File: src/rtl/signed_div32_iter_if.sv
// Operand/result handshake bundle for signed_div32_iter.
// The master drives operands and consumes results; the slave is the divider.
interface signed_div32_iter_if;
   logic [31:0] a;
   logic [31:0] b;
   logic        in_valid;
   logic        in_ready;
   logic [63:0] q;
   logic        out_valid;
   logic        out_ready;
   logic        div_by_zero;

   modport master (
      output a, b, in_valid, out_ready,
      input  in_ready, q, out_valid, div_by_zero
   );

   modport slave (
      input  a, b, in_valid, out_ready,
      output in_ready, q, out_valid, div_by_zero
   );
endinterface

File: src/rtl/signed_div32_iter.sv
// Iterative radix-2 restoring signed divider, one quotient bit per cycle.
// q packs {remainder, quotient}; APPX_BITS skips the low quotient bits.
module signed_div32_iter #(
   parameter int APPX_BITS = 0
) (
   input  logic                  clk,
   input  logic                  rst_n,
   signed_div32_iter_if.slave    bus,
   output logic [1:0]            dbg_state
);

   typedef enum logic [1:0] {S_IDLE, S_DIV, S_FIX, S_DONE} state_t;

   localparam int N = 32 - APPX_BITS;

   state_t      state_q, state_d;
   logic [31:0] a_mag_q, a_mag_d;
   logic [31:0] b_mag_q, b_mag_d;
   logic [31:0] rem_q, rem_d;
   logic [31:0] quo_q, quo_d;
   logic [4:0]  cnt_q, cnt_d;
   logic        sign_q_q, sign_q_d;
   logic        sign_r_q, sign_r_d;
   logic [63:0] q_q, q_d;
   logic        dbz_q, dbz_d;

   logic [31:0] a_abs, b_abs;
   logic [4:0]  bit_idx;
   logic [32:0] shifted, trial;
   logic [31:0] quo_mag, quo_fix, rem_fix;

   // Handshakes: a transfer happens on a rising edge where valid and ready are
   // both high. in_ready is high only in IDLE, out_valid only in DONE; neither
   // depends combinationally on the other side's valid/ready.
   assign bus.in_ready    = (state_q == S_IDLE);
   assign bus.out_valid   = (state_q == S_DONE);
   assign bus.q           = q_q;
   assign bus.div_by_zero = dbz_q;
   assign dbg_state       = state_q;

   always_comb begin
      state_d  = state_q;
      a_mag_d  = a_mag_q;
      b_mag_d  = b_mag_q;
      rem_d    = rem_q;
      quo_d    = quo_q;
      cnt_d    = cnt_q;
      sign_q_d = sign_q_q;
      sign_r_d = sign_r_q;
      q_d      = q_q;
      dbz_d    = dbz_q;

      a_abs   = bus.a[31] ? -bus.a : bus.a;
      b_abs   = bus.b[31] ? -bus.b : bus.b;
      // The counter runs N-1..0, so offsetting by APPX_BITS walks bits 31..APPX_BITS.
      bit_idx = cnt_q + 5'(APPX_BITS);
      shifted = {rem_q, a_mag_q[bit_idx]};
      trial   = shifted - {1'b0, b_mag_q};
      quo_mag = quo_q << APPX_BITS;
      quo_fix = sign_q_q ? -quo_mag : quo_mag;
      rem_fix = (APPX_BITS > 0) ? 32'd0 : (sign_r_q ? -rem_q : rem_q);

      case (state_q)
         S_IDLE: begin
            if (bus.in_valid) begin
               a_mag_d  = a_abs;
               b_mag_d  = b_abs;
               sign_q_d = bus.a[31] ^ bus.b[31];
               sign_r_d = bus.a[31];
               rem_d    = 32'd0;
               quo_d    = 32'd0;
               if (bus.b == 32'd0) begin
                  q_d     = {bus.a, 32'hFFFF_FFFF};
                  dbz_d   = 1'b1;
                  state_d = S_DONE;
               end else begin
                  dbz_d   = 1'b0;
                  cnt_d   = 5'(N - 1);
                  state_d = S_DIV;
               end
            end
         end
         S_DIV: begin
            rem_d = trial[32] ? shifted[31:0] : trial[31:0];
            quo_d = {quo_q[30:0], ~trial[32]};
            cnt_d = cnt_q - 5'd1;
            if (cnt_q == 5'd0) begin
               state_d = S_FIX;
            end
         end
         S_FIX: begin
            q_d     = {rem_fix, quo_fix};
            state_d = S_DONE;
         end
         S_DONE: begin
            if (bus.out_ready) begin
               state_d = S_IDLE;
            end
         end
         default: state_d = S_IDLE;
      endcase
   end

   always_ff @(posedge clk or negedge rst_n) begin
      if (!rst_n) begin
         state_q  <= S_IDLE;
         a_mag_q  <= 32'd0;
         b_mag_q  <= 32'd0;
         rem_q    <= 32'd0;
         quo_q    <= 32'd0;
         cnt_q    <= 5'd0;
         sign_q_q <= 1'b0;
         sign_r_q <= 1'b0;
         q_q      <= 64'd0;
         dbz_q    <= 1'b0;
      end else begin
         state_q  <= state_d;
         a_mag_q  <= a_mag_d;
         b_mag_q  <= b_mag_d;
         rem_q    <= rem_d;
         quo_q    <= quo_d;
         cnt_q    <= cnt_d;
         sign_q_q <= sign_q_d;
         sign_r_q <= sign_r_d;
         q_q      <= q_d;
         dbz_q    <= dbz_d;
      end
   end

endmodule
File: src/flat_wrapper.sv
// flat-port wrapper written by rule: the top's interface ports become plain ports
module signed_div32_iter_flat 
#(
   parameter int APPX_BITS = 0
)
  (clk, rst_n, dbg_state, bus_a, bus_b, bus_in_valid, bus_out_ready, bus_in_ready, bus_q, bus_out_valid, bus_div_by_zero);
  signed_div32_iter_if bus_i ();
  input  logic clk;
  input  logic rst_n;
  output logic [1:0] dbg_state;
  input wire logic [$bits(bus_i.a)-1:0] bus_a;
  input wire logic [$bits(bus_i.b)-1:0] bus_b;
  input wire logic [$bits(bus_i.in_valid)-1:0] bus_in_valid;
  input wire logic [$bits(bus_i.out_ready)-1:0] bus_out_ready;
  output wire logic [$bits(bus_i.in_ready)-1:0] bus_in_ready;
  output wire logic [$bits(bus_i.q)-1:0] bus_q;
  output wire logic [$bits(bus_i.out_valid)-1:0] bus_out_valid;
  output wire logic [$bits(bus_i.div_by_zero)-1:0] bus_div_by_zero;
  assign bus_i.a = bus_a;
  assign bus_i.b = bus_b;
  assign bus_i.in_valid = bus_in_valid;
  assign bus_i.out_ready = bus_out_ready;
  assign bus_in_ready = bus_i.in_ready;
  assign bus_q = bus_i.q;
  assign bus_out_valid = bus_i.out_valid;
  assign bus_div_by_zero = bus_i.div_by_zero;
  signed_div32_iter #(.APPX_BITS(APPX_BITS)) u_core (.clk(clk), .rst_n(rst_n), .bus(bus_i), .dbg_state(dbg_state));
endmodule
File: config.mk
export PLATFORM = sky130hd
export DESIGN_NAME = signed_div32_iter_flat
export DESIGN_NICKNAME = d
export VERILOG_FILES = /design/src/rtl/signed_div32_iter_if.sv /design/src/rtl/signed_div32_iter.sv /design/src/flat_wrapper.sv
export SDC_FILE = /design/constraint.sdc
export NUM_CORES = 1
export LEC_CHECK = 0
export BUFFER_PORTS_ARGS = -buffer_cell sky130_fd_sc_hd__buf_2
export CAP_MARGIN = 10
export CORE_ASPECT_RATIO = 1.75
export CORE_MARGIN = 5
export CORE_UTILIZATION = 25
export DETAILED_ROUTE_END_ITERATION = 7
export GPL_ROUTABILITY_DRIVEN = 0
export SLEW_MARGIN = 10
export SYNTH_ARGS = -nofsm -noshare
export SYNTH_HDL_FRONTEND = slang
export SYNTH_SLANG_ARGS = --single-unit
File: constraint.sdc
create_clock -name clk -period 14.8 [get_ports clk]
set_clock_uncertainty 0.15 [all_clocks]
set_input_delay 4.44 -clock clk [delete_from_list [all_inputs] [get_ports clk]]
set_output_delay 4.44 -clock clk [all_outputs]
set_load 0.05 [all_outputs]
==> summary.txt <==
Synth
  • Cell taking the most area after synthesis: dfrtp_1
  • Share of the synthesized area in the top cell type: 40.3%
  • Post-synth ARST share: 100%
  • Synthesized area: 12600 sq um
  • Flops & latches, synth: 202
  • Largest cells by area after synthesis: dfrtp_1, o21ai_0, xor2_1
  • Syn. warnings: 0
  • Post-Syn Instances: 1423
  • Post-Syn Area per Cell: 8.82 sq um
  • Post-Syn Nets: 1534
  • Sequential fraction of the synthesis area: 40.3%
  • Post-synth EDFFs: 0
  • Synth cell types: 65
  • Ys flop type: dfrtp_1

Global routing
  • Vias in the first global route: 10.6k
  • Met2 usage: 22.0%
  • GRT Util Overall: 12.5%
  • Largest net degree at the start of global routing: 130
  • Grt ovf: 0
  • Met1 Track Usage GR: 15.7%
  • Initial antenna violation count: 0
  • Busiest metal layer after global routing: met2
  • Met3 GRT Util: 1.34%
  • First-pass GRT wire length: 56.9 mm

Setup path
  • WS Path Type: primary input to register
  • Worst path cell trace: buf_2 > or4_1 > or2_2 > nor3_1 > nand4_1 > nor2_1 > nand2_1 > o21ai_4 > buf_4 > nor2_1 > a31oi_1
  • Worst Path Required: 15.09 ns
  • CP peak stage delay: 0.51 ns
  • CP top delay family: simple AND/OR/NAND/NOR gates
  • CP Launch Type: primary input
  • CP most frequent cell: nor2_1
  • CP bufs+invs: 2
  • Max FO, Critical Path: 64
  • Crit path capture type: register
  • Crit-path slowest cell: or4_1
  • CP arrival: 7.60 ns

Die
  • Die footprint: 55000 sq um
  • Core Box Area: 49700 sq um
  • Row cnt: 108
  • Starting Density: 25.2%
  • Die Wd: 179 um
  • Top Ports: 137
  • Die Height: 306 um

STA
  • Setup_tns: 0 ns
  • Pins Over Slew Limit: 0
  • Final period utilization: 49.4%
  • Fmax: 0.137 GHz
  • Final setup fails: 0
  • Fin crit period: 7.31 ns
  • Slew HR: 22.9%
  • Worst-margin pin slew: 1.16 ns
  • RSZ-0062 raised after global routing: false
  • Hold Vio Cnt, Final: 0

Routing
  • Wirelength, routed: 34.8 mm
  • Iteration-0 DRC Markers: 569
  • Drt pass-1 iters: 4
  • Final ANT Viol Nets: 0
  • Routed length per placed instance: 15.9 um
  • Vias per cell: 4.79
  • Number of remaining DRC errors: 0
  • Vias: 10.5k

Clock tree
  • Clk Latency, worst-skew pair: 0.55 ns
  • H-tree depth: 1
  • Post CTS Setup Buffer Count: 0
  • Clock Sink Count: 202
  • Hold buffers post-CTS: 0
  • CTS Buf Count: 23
  • Post-cts sizing count: 0
  • CTS root buffer: clkbuf_16
  • Clk buf depth: 3
  • CTS tree: done
  • Worst-path clk slew: 0.07 ns

Power and ir drop
  • PwrDens: 202 nW/um^2
  • P_leak: 6.57 nW
  • VDD IR max: 0.0862 mV

Placed design
  • Placed Cells: 2151
  • PortBufs: 136
  • DP HPWL: 26.0 mm

Run status
  • Status: complete, no violations

Finish
  • Multi-input gate area: 7000 sq um
  • Net count, final: 1627
  • Area delta synth->final: 16.5%
  • Storage cell area: 5050 sq um
  • Antenna Diode Count: 0
  • Layout cells sized above 1: 14.5%
  • Final std cells w/o fill: 2193
  • Fillers: 5350

Run
  • Max_cap viols: 0

Min path
  • Min-delay worst type: register to register
[power breakdown]
part           switching, W  internal [W]
clock              0.000249      0.000343
sequential         0.000148      0.000724
combinational      0.000994      0.000491
total               0.00139       0.00156
[kinds of logic (layout without fill, tap and decap cells)]
group | count (synthesis) | after routing | synth area share, %
xor+xnor | 146 | 146 | 10.2
compound gates | 422 | 422 | 20.5
fa+ha+maj | 43 | 43 | 4.35
buf+inv | 132 | 242 | 4.31
flops | 202 | 202 | 40.3
mux | 48 | 48 | 4.84
simple gates | 430 | 430 | 15.5
[metal layers]
| metal | share of wire, % | vias up |
|---|---|---|
| met1 | 43 | 4992 |
| met2 | 49 | 230 |
| li1 | - | 5212 |
| met4 | 3.5 | 0 |
| met3 | 4.2 | 67 |
| met5 | 0 | - |
[flip-flops by register name (all words and copies together) (netlist names)]
signal	flops
u_core.bus.q	64
u_core.a_mag_q	32
u_core.b_mag_q	32
u_core.quo_mag	32
u_core.rem_q	32
u_core.cnt_q	5
u_core.dbg_state	2
u_core.bus.div_by_zero	1
u_core.sign_q_q	1
u_core.sign_r_q	1
[worst paths after layout]
path,slack (ns),cells after the start,to,startpoint
max in group asynchronous,9.32,2,u_core.bus.q[7]$_DFFE_PN0P_,rst_n
min,0.32,2,u_core.a_mag_q[10]$_DFFE_PN0P_,u_core.a_mag_q[10]$_DFFE_PN0P_
min in group asynchronous,3.75,1,u_core.b_mag_q[2]$_DFFE_PN0P_,rst_n
min reg2reg,0.32,2,u_core.a_mag_q[10]$_DFFE_PN0P_,u_core.a_mag_q[10]$_DFFE_PN0P_
max,7.49,11,u_core.bus.q[6]$_DFFE_PN0P_,bus_b[8]
max reg2reg,8.60,16,u_core.rem_q[31]$_DFFE_PN0P_,u_core.cnt_q[0]$_DFFE_PN0P_
[cell usage after synthesis (all sizes together) (5+ instances only)]
master and n:
nand3 13, mux4 10, buf 10, or4 19
o41ai 14, inv 54, nor3 14, or3 24
a21boi 5, nand2b 8, a21oi 62, clkbuf 68
nand4 9, xnor2 41, mux2i 37, a211oi 6
o31ai 35, o21ai 197, nor2 95, nand2 219
xor2 105, a31oi 33, dfrtp 202, a21o 13
a22o 30, ha 42, or2 5, nor2b 8
[per-stage QoR]
stage | hold slack [ns] | cell area (sq um) | power (W) | util, % | setup slack [ns]
after global placement | 0.309 | 13800 | 0.00235 | 27.8 | 6.94
final | 0.324 | 14600 | 0.00295 | 29.4 | 7.49
after CTS | 0.330 | 14600 | 0.00300 | 29.4 | 7.38
after floorplan | 0.293 | 12600 | 0.00201 | - | 7.42
after global routing | 0.347 | 14600 | 0.00319 | 29.4 | 7.23
after detailed placement | 0.315 | 13800 | 0.00238 | 27.8 | 6.84
[worst register-to-register path, stage by stage (launching register included)]
cell	delay, ns
dfrtp_1	0.74
mux4_2	0.61
mux4_2	0.51
mux2i_1	0.35
ha_1	0.30
inv_1	0.07
fa_1	0.42
a211oi_1	0.33
o21ai_0	0.17
o2111ai_1	0.17
a32oi_1	0.33
a21oi_1	0.33
o21ai_0	0.26
a211oi_4	0.29
buf_4	0.46
nand2_1	0.35
o21ai_0	0.26
[cell usage in the layout, fill, tap and decap left out, drive strengths merged, types with 3 or more instances in the layout]
| cell type | n |
|---|---|
| a211o | 3 |
| a211oi | 6 |
| a21boi | 5 |
| a21o | 13 |
| a21oi | 62 |
| a22o | 30 |
| a31oi | 33 |
| and2 | 3 |
| and3 | 4 |
| buf | 145 |
| clkbuf | 29 |
| clkinv | 8 |
| dfrtp | 202 |
| ha | 42 |
| inv | 58 |
| mux2i | 37 |
| mux4 | 10 |
| nand2 | 219 |
| nand2b | 8 |
| nand3 | 13 |
| nand3b | 3 |
| nand4 | 9 |
| nor2 | 95 |
| nor2b | 8 |
| nor3 | 14 |
| o2111ai | 4 |
| o21ai | 197 |
| o21bai | 3 |
| o31ai | 35 |
| o41ai | 14 |
| or2 | 5 |
| or3 | 24 |
| or4 | 19 |
| xnor2 | 41 |
| xor2 | 105 |
[final cells by class]
| class | count | area share [%] |
|---|---|---|
| Tap cell | 660 | 5.65 |
| Multi-Input combinational cell | 1089 | 47.9 |
| Clock inverter | 14 | 0.975 |
| Inverter | 54 | 1.39 |
| Timing Repair Buffer | 146 | 5.23 |
| Clock buffer | 28 | 4.34 |
| Sequential cell | 202 | 34.6 |
(Power assumes the default switching activity.)
